## config.mk

```make
export PLATFORM = sky130hd
export DESIGN_NAME = axi_addr_router
export DESIGN_NICKNAME = d
export VERILOG_FILES = /design/src/rtl/axi_addr_router.sv
export SDC_FILE = /design/constraint.sdc
export NUM_CORES = 1
export LEC_CHECK = 0
export CELL_PAD_IN_SITES_DETAIL_PLACEMENT = 1
export CELL_PAD_IN_SITES_GLOBAL_PLACEMENT = 2
export CORE_UTILIZATION = 21
export CTS_BUF_LIST = sky130_fd_sc_hd__clkbuf_4 sky130_fd_sc_hd__clkbuf_8 sky130_fd_sc_hd__clkbuf_16
export CTS_CLUSTER_SIZE = 10
export DETAILED_ROUTE_END_ITERATION = 10
export HOLD_SLACK_MARGIN = 0.15
export PLACE_DENSITY = 0.84
export SLEW_MARGIN = 20
export SYNTH_ARGS = -nofsm -noshare
export SYNTH_HDL_FRONTEND = slang
export SYNTH_SLANG_ARGS = --single-unit
```

## constraint.sdc

```tcl
create_clock -name ACLK -period 3.95 [get_ports ACLK]
set_input_delay 0.79 -clock ACLK [delete_from_list [all_inputs] [get_ports ACLK]]
set_output_delay 0.79 -clock ACLK [all_outputs]
set_load 0.02 [all_outputs]
```

## src/rtl/axi_addr_router.sv

```systemverilog
// AXI AW/AR address decoder for one master and one direction. It routes the request to a region slave or to
// the default slave, and stays locked to one slave while any transactions are still outstanding.
module axi_addr_router #(
  parameter int ADDR_W     = 32,
  parameter int NUM_SLAVES = 7,
  parameter int MAX_OUTST  = 4,
  parameter logic [NUM_SLAVES*ADDR_W-1:0] BASE = {
    32'h5000_0000, 32'h4000_0000, 32'h2000_0000, 32'h1000_0000,
    32'h0002_0000, 32'h0001_0000, 32'h0000_0000},
  parameter logic [NUM_SLAVES*ADDR_W-1:0] LIMIT = {
    32'h8FFF_FFFF, 32'h4001_0000, 32'h2080_0000, 32'h1000_0400,
    32'h0003_0000, 32'h0002_0000, 32'h0000_4000},
  localparam int SEL_W = $clog2(NUM_SLAVES + 1),
  localparam int CNT_W = $clog2(MAX_OUTST + 1)
) (
  input  logic                  ACLK,
  input  logic                  ARESETn,
  input  logic [ADDR_W-1:0]     addr_i,
  input  logic                  validm_i,
  output logic                  readym_o,
  output logic [NUM_SLAVES:0]   valid_s_o,
  input  logic [NUM_SLAVES:0]   ready_s_i,
  input  logic                  done_i,
  output logic [SEL_W-1:0]      sel_o,
  output logic [CNT_W-1:0]      outst_o,
  output logic [7:0]            decerr_cnt_o,
  output logic                  underflow_o
);

  typedef enum logic [1:0] {
    ST_IDLE,
    ST_LOCKED,
    ST_FULL
  } state_t;

  localparam logic [SEL_W-1:0] DEF_SEL  = SEL_W'(NUM_SLAVES);
  localparam logic [CNT_W-1:0] CNT_FULL = CNT_W'(MAX_OUTST);

  function automatic logic [7:0] sat_inc(input logic [7:0] v);
    return (v == 8'hFF) ? v : v + 8'd1;
  endfunction

  logic [SEL_W-1:0] sel_q;
  logic [CNT_W-1:0] outst_q;
  logic [CNT_W-1:0] outst_d;
  logic [7:0]       decerr_q;
  logic             underflow_q;
  logic [SEL_W-1:0] tgt;
  state_t           state;
  logic             stall;
  logic             accept;
  logic             dec_ok;

  // The lowest-index region that hits wins; a miss goes to the default slave.
  always_comb begin
    tgt = DEF_SEL;
    for (int i = NUM_SLAVES - 1; i >= 0; i--) begin
      if (addr_i >= BASE[i*ADDR_W +: ADDR_W] && addr_i < LIMIT[i*ADDR_W +: ADDR_W]) begin
        tgt = SEL_W'(i);
      end
    end
  end

  always_comb begin
    state = ST_LOCKED;
    if (outst_q == '0) begin
      state = ST_IDLE;
    end else if (outst_q == CNT_FULL) begin
      state = ST_FULL;
    end
  end

  // The stall decision uses registered state only. A done_i never frees a slot in the same cycle.
  always_comb begin
    stall     = (state == ST_FULL) || (state == ST_LOCKED && tgt != sel_q);
    valid_s_o = '0;
    readym_o  = 1'b0;
    if (!stall) begin
      valid_s_o[tgt] = validm_i;
      readym_o       = validm_i & ready_s_i[tgt];
    end
  end

  assign accept = validm_i & readym_o;
  assign dec_ok = done_i && (outst_q != '0);

  always_comb begin
    outst_d = outst_q;
    if (accept && !dec_ok) begin
      outst_d = outst_q + CNT_W'(1);
    end else if (!accept && dec_ok) begin
      outst_d = outst_q - CNT_W'(1);
    end
  end

  always_ff @(posedge ACLK or negedge ARESETn) begin
    if (!ARESETn) begin
      sel_q       <= '0;
      outst_q     <= '0;
      decerr_q    <= '0;
      underflow_q <= 1'b0;
    end else begin
      outst_q <= outst_d;
      if (accept) begin
        sel_q <= tgt;
        if (tgt == DEF_SEL) begin
          decerr_q <= sat_inc(decerr_q);
        end
      end
      if (done_i && outst_q == '0) begin
        underflow_q <= 1'b1;
      end
    end
  end

  assign sel_o        = sel_q;
  assign outst_o      = outst_q;
  assign decerr_cnt_o = decerr_q;
  assign underflow_o  = underflow_q;

endmodule

```

# Word-level counts from Yosys, hierarchy flattened
# Cells that the tools add are included.
dict set report op_classes {
  n_addsub 3
  multipliers 0
  n_div 0
  order_cmp 16
  n_eq_ne 6
  shift 0
  muxes 17
  bitwise 4
  n_reduce_logical 20
}
# operator n
set op_table {}
lappend op_table {{greater-or-equal comparator 32 x 31 -> 1 bit, second input constant} 2}
lappend op_table {{less-than comparator 32 x 18 -> 1 bit, second input constant} 2}
lappend op_table {{greater-or-equal comparator 32 x 1 -> 1 bit, second input constant} 1}
lappend op_table {{greater-or-equal comparator 32 x 17 -> 1 bit, second input constant} 1}
lappend op_table {{greater-or-equal comparator 32 x 18 -> 1 bit, second input constant} 1}
lappend op_table {{greater-or-equal comparator 32 x 29 -> 1 bit, second input constant} 1}
lappend op_table {{greater-or-equal comparator 32 x 30 -> 1 bit, second input constant} 1}
lappend op_table {{less-than comparator 32 x 15 -> 1 bit, second input constant} 1}
lappend op_table {{less-than comparator 32 x 29 -> 1 bit, second input constant} 1}
lappend op_table {{less-than comparator 32 x 30 -> 1 bit, second input constant} 1}
lappend op_table {{less-than comparator 32 x 31 -> 1 bit, second input constant} 1}
lappend op_table {{less-than comparator 32 bit, second input constant} 1}
lappend op_table {{2-to-1 mux 3 bit} 7}
lappend op_table {{logical AND 1 bit} 13}
lappend op_table {{adder 8 x 1 -> 8 bit, second input constant} 1}
lappend op_table {{AND 8 bit} 1}
lappend op_table {{== test 8 bit, second input constant} 1}
lappend op_table {{2-to-1 mux 8 bit} 1}
lappend op_table {{== test 3 bit, second input constant} 2}
lappend op_table {{2-to-1 mux 2 bit} 3}
lappend op_table {{less-than comparator 3 x 4 -> 1 bit, second input constant} 1}
lappend op_table {{2-to-1 mux 1 bit} 4}
lappend op_table {{adder 3 x 1 -> 3 bit, second input constant} 1}
lappend op_table {{binary-select mux 1 bit (select 3 bit)} 1}
lappend op_table {{other kinds (14)} 16}
dict set report word_totals {
  ff_bits 15
  latchBits 0
  ramBits 0
  mem_bits_ro 0
  inputBits 44
  output_inout_bits 24
  wordCells 70
  memories 0
}

# Depth between registers and ports, before layout
dict set report logic_depth {
  depth_word 18
  mapped_depth 14
  depth_no_buf 13
}

# Worst setup path after synthesis
# No wires, ideal clock.
dict set report synth_timing {
  path_type {input to output}
  from {input port addr_i[17]}
  to {output port valid_s_o[0]}
  arrival_ns 2.959
  t_required_ns 3.160
  slack_ns 0.201
  path_stages 9
  path_buffers 2
  path_cell_list {nor4_1 nand4b_1 a2111o_1 buf_6 a21boi_2 o21ai_1 nand4b_4 buf_2 nor4_1}
}
dict set report synth_between {
  elab_chain_len 15
  word_cells_on_any_way 38
  cone_classes {order compare (16); eq/ne (1); mux (10); bitwise (1); reduce/logical (10)}
}
# item line
set synth_lines {}
lappend synth_lines {{from (decl)} 18} ;# input logic [ADDR_W-1:0] addr_i,
lappend synth_lines {{greater-or-equal comparator 32 x 31 -> 1 bit / less-than comparator 32 bit (equally long branches)} 58} ;# if (addr_i >= BASE[i*ADDR_W +: ADDR_W] && addr_i < LIMIT[i*ADDR_W +: ADDR_W]) begin
lappend synth_lines {{logical AND 1 bit} 58}
lappend synth_lines {{2-to-1 mux 1 bit} 58}
lappend synth_lines {{2-to-1 mux 2 bit} 58}
lappend synth_lines {{2-to-1 mux 3 bit (4 in a row)} 58}
lappend synth_lines {{2-to-1 mux 3 bit (*)} 58}
lappend synth_lines {{less-than comparator 3 x 4 -> 1 bit (implied by the code) / greater-or-equal comparator 3 x 1 -> 1 bit (equally long branches)} 79} ;# valid_s_o[tgt] = validm_i;
lappend synth_lines {{logical AND 1 bit (implied by the code)} 79}
lappend synth_lines {{2-to-1 mux 1 bit (implied by the code)} 79}
lappend synth_lines {{demux 1 bit (select 3 bit)} 79}
lappend synth_lines {{AND 8 bit (no source line)} -}
lappend synth_lines {{2-to-1 mux 8 bit (*)} 78} ;# if (!stall) begin
lappend synth_lines {{to (decl)} 21} ;# output logic [NUM_SLAVES:0] valid_s_o,
# Every way passes the cells marked *; elsewhere a longest branch is shown, timed or not.

# Worst setup path after layout
dict set report layout_timing {
  from {input port addr_i[18]}
  to {register outst_q[2] (netlist: outst_o[2])}
}
dict set report layout_between {
  elab_chain_len 17
  word_cells_on_any_way 41
  cone_classes {order compare (14); eq/ne (1); mux (11); bitwise (2); reduce/logical (13)}
}
# item line
set layout_lines {}
lappend layout_lines {{greater-or-equal comparator 32 x 31 -> 1 bit / less-than comparator 32 bit (equally long branches)} 58}
lappend layout_lines {{logical AND 1 bit} 58}
lappend layout_lines {{2-to-1 mux 1 bit} 58}
lappend layout_lines {{2-to-1 mux 2 bit} 58}
lappend layout_lines {{2-to-1 mux 3 bit (4 in a row)} 58}
lappend layout_lines {{2-to-1 mux 3 bit (*)} 58}
lappend layout_lines {{binary-select mux 1 bit (select 3 bit) / inequality test 3 bit (equally long branches)} {80, 75}}
lappend layout_lines {{2-to-1 mux 1 bit (implied by the code) / logical AND 1 bit (equally long branches)} {80, 75}}
lappend layout_lines {{AND 1 bit / logical OR 1 bit (equally long branches)} {80, 75}}
lappend layout_lines {{2-to-1 mux 1 bit (*)} 78}
lappend layout_lines {{AND 1 bit (*)} 84} ;# assign accept = validm_i & readym_o;
lappend layout_lines {{net accept} 51} ;# logic accept;
lappend layout_lines {{logical NOT 1 bit} 91} ;# end else if (!accept && dec_ok) begin
lappend layout_lines {{logical AND 1 bit} 91}
lappend layout_lines {{nonzero test 2 bit (no source line)} -}
lappend layout_lines {{to (signal assigned)} 103} ;# outst_q <= outst_d;
lappend layout_lines {{to (decl)} 44} ;# logic [CNT_W-1:0] outst_q;
# Mark *: on every way through the listed nets, which the timed path passes. The rest lies on a longest branch. The select of a mux whose other input is x is not followed.
# A chain may end at the register's enable or synchronous reset.

==> metrics.txt <==
status completed; largest family of logic cells by synthesized area simple AND/OR/NAND/NOR gates; vias in the first global route 1,563; Critical Path RT 4120 ps; first-pass GRT wire length 7.60 mm; PnR worst setup slack 92.1 ps; Antenna Diode Count 0; DR WL/cell 15.3 µm; share of cells above drive strength 1 27.9%; H-tree depth 1; crit path time final 3860 ps; Pwr Density 380 mW/mm²; asr flop ratio synth 100%; CTS tree yes; clock sink count 15; total power 0.903 mW; chip width 80.0 µm; Slew Limit Fails 0; Die Area 0.00639 mm²; CTS Buffer Depth 2; Final Hold Vio Count 0; grt total ovfl 0; simple-gate share of the synthesized area 37.4%; cell area after synthesis 0.00128 mm²; Crit. End Element flop; antenna-violating nets left 0; area post-placement 0.00221 mm²; post-detail-place hpwl 3.81 mm; Seq/Total Area, Yosys 29.4%; sequential share of power 28.9%; mux contribution to synthesized area 6.86%; Critical Path AT 4030 ps; core box area 0.00589 mm²; root buf cell clkbuf_8; I/O pin total 68; die height 80.0 µm; Net Sw Frac 41.6%; pre-CTS setup slack -401 ps; IR drop worst, VDD 0.000224 V; Total Neg Setup Slack 0 ps; metal2 WL 2.42 mm; CP Max Fanout 8; Nets 292; top_reg_cell synth dfrtp_1; Setup CP Type primary input to flop; maxcap violations 0; P_leak 0.995 nW; Initial Util 21.7%; internal power 0.527 mW; gpl congestion 0.735; complex-gate fraction of the synthesized area 12.4%; vias 1,528; commonest non-fill, non-tap cells in the layout clkdlybuf4s50_1, buf_4, nor2_1, dfrtp_1, nand4_1; CP Launch Type primary input; RSZ-0062 raised after global routing yes; gr usage total 15.0%; Hold WS 479 ps; clock power share 13.9%; highest routed metal layer met4; XOR/XNOR share of the synthesized area 6.18%; clk_lat worst skew 250 ps; synth unique cells 46; number of synthesized register bits 15; WL met3 169 µm; Post-Synth Adder-Cell Area 3.53%; Syn Inst Count 147; Switching Power 0.376 mW; Reg clk slew, reported paths 60 ps; logic gate share of total power 57.2%; Synthesized Nets 194; Rows 28; drt drc 0; period utilization 97.7%; initial DRC count 49; hold buffer count at cts 0; syn avg cell area 8.68 µm²; CTS Buf Count 3; Rel. slew slack 54.4%; largest net degree at the start of global routing 16; Layout area overhead 86.0%; DRT Pass-1 Iters 4; antenna violations before repair 0; Design Area, Final 0.00237 mm²; vias per inst 4.79; total wire length 4.88 mm; worst min-delay path class flop to flop; WL met1 2.27 mm; most common cell after layout, fill and taps aside clkdlybuf4s50_1; Slew @ Worst Pin 682 ps; Yosys warning total 0; highest clock rate 259 MHz; Port Buffers 67; EDFF count, synth 0; final setup vio count 0; Layout Skew 3.83 ps
[area by class of cell]
type                            count  area (µm²)
Tap cell                           75        93.8
Multi-Input combinational cell    121         941
Sequential cell                    15         375
Timing Repair Buffer               95         883
Clock inverter                      1        5.00
Fill cell                         688        3510
Inverter                            9        33.8
Clock buffer                        3        41.3
[worst max-delay path, cell delays in order]
cell and delay [ps]:
clkdlybuf4s50_1 440, nor3_2 180, buf_4 140, and4_1 190, o211ai_1 130, mux2_2 320
o21ai_4 220, nand4b_4 180, buf_6 190, nor3_4 210, ha_2 220, inv_1 60
fa_1 370, xor2_1 150, nor2_1 110, xor2_1 150
[worst paths after layout]
kind,start,depth (start not counted),endpoint,slack (ps)
worst max-delay path,addr_i[18],16,outst_o[2],90
worst min-delay path,underflow_o,1,underflow_o,480
worst max register to register,outst_o[1],13,outst_o[2],1010
worst min register to register,underflow_o,1,underflow_o,480
max in group asynchronous,ARESETn,1,outst_o[1],2560
min in group asynchronous,ARESETn,1,decerr_cnt_o[7],950
[Yosys cell counts (3+ instances only)]
cell / instances / area (µm²)
inv_1: 9 / 33.8
nor4_1: 4 / 25.0
xor2_1: 7 / 61.3
nand3_1: 9 / 45.0
nor3_1: 12 / 60.1
mux2_2: 4 / 45.0
nand4_1: 10 / 62.6
nand2b_1: 3 / 18.8
dfrtp_1: 15 / 375
nor2_1: 16 / 60.1
nor4_2: 3 / 37.5
nand2_1: 9 / 33.8
[repair_timing]
| action | in CTS | in global routing |
|---|---|---|
| setup buffers | 0 | 3 |
| cloned | 0 | 1 |
| pin swaps | 2 | 15 |
| gates resized for setup | 35 | 22 |
| endpoints found under the hold margin | 0 | 0 |
| setup endpoints to repair | 11 | 11 |
[per-stage QoR]
step / utilization, % / instances
global route: 40.3 / 319
CTS: 38.7 / 315
detailed placement: 37.5 / 311
finish: 40.3 / 319
global placement: 37.5 / 311
floorplan: - / 147
[power groups by stage]
stage	combinational (mW)	sequential [mW]	clock, mW
floorplan	0.201	0.302	0
global placement	0.464	0.261	0
detailed placement	0.480	0.264	0
CTS	0.484	0.263	0.130
global route	0.552	0.272	0.136
finish	0.516	0.261	0.125
[kinds of logic (layout without fill, tap and decap cells)]
family	after synthesis	count (layout)
and+or+nand+nor	81	82
AOI/OAI and AO/OA	19	19
buffers and inverters	12	108
adders and majority gates	3	3
xor gates and xnor gates	9	9
muxes	8	8
DFF	15	15
[routing by layer]
layer,vias to the layer above,track usage [%]
met5,-,0
met4,0,1.25
met3,2,3.20
met2,26,26.8
met1,757,19.1
li1,743,-
[flip-flops by register name (all words and copies together), names as in the netlist]
name / count
decerr_cnt_o: 8
outst_o: 3
underflow_o: 1
sel_o: 3
Note: power is estimated with default switching activity, not from simulation.
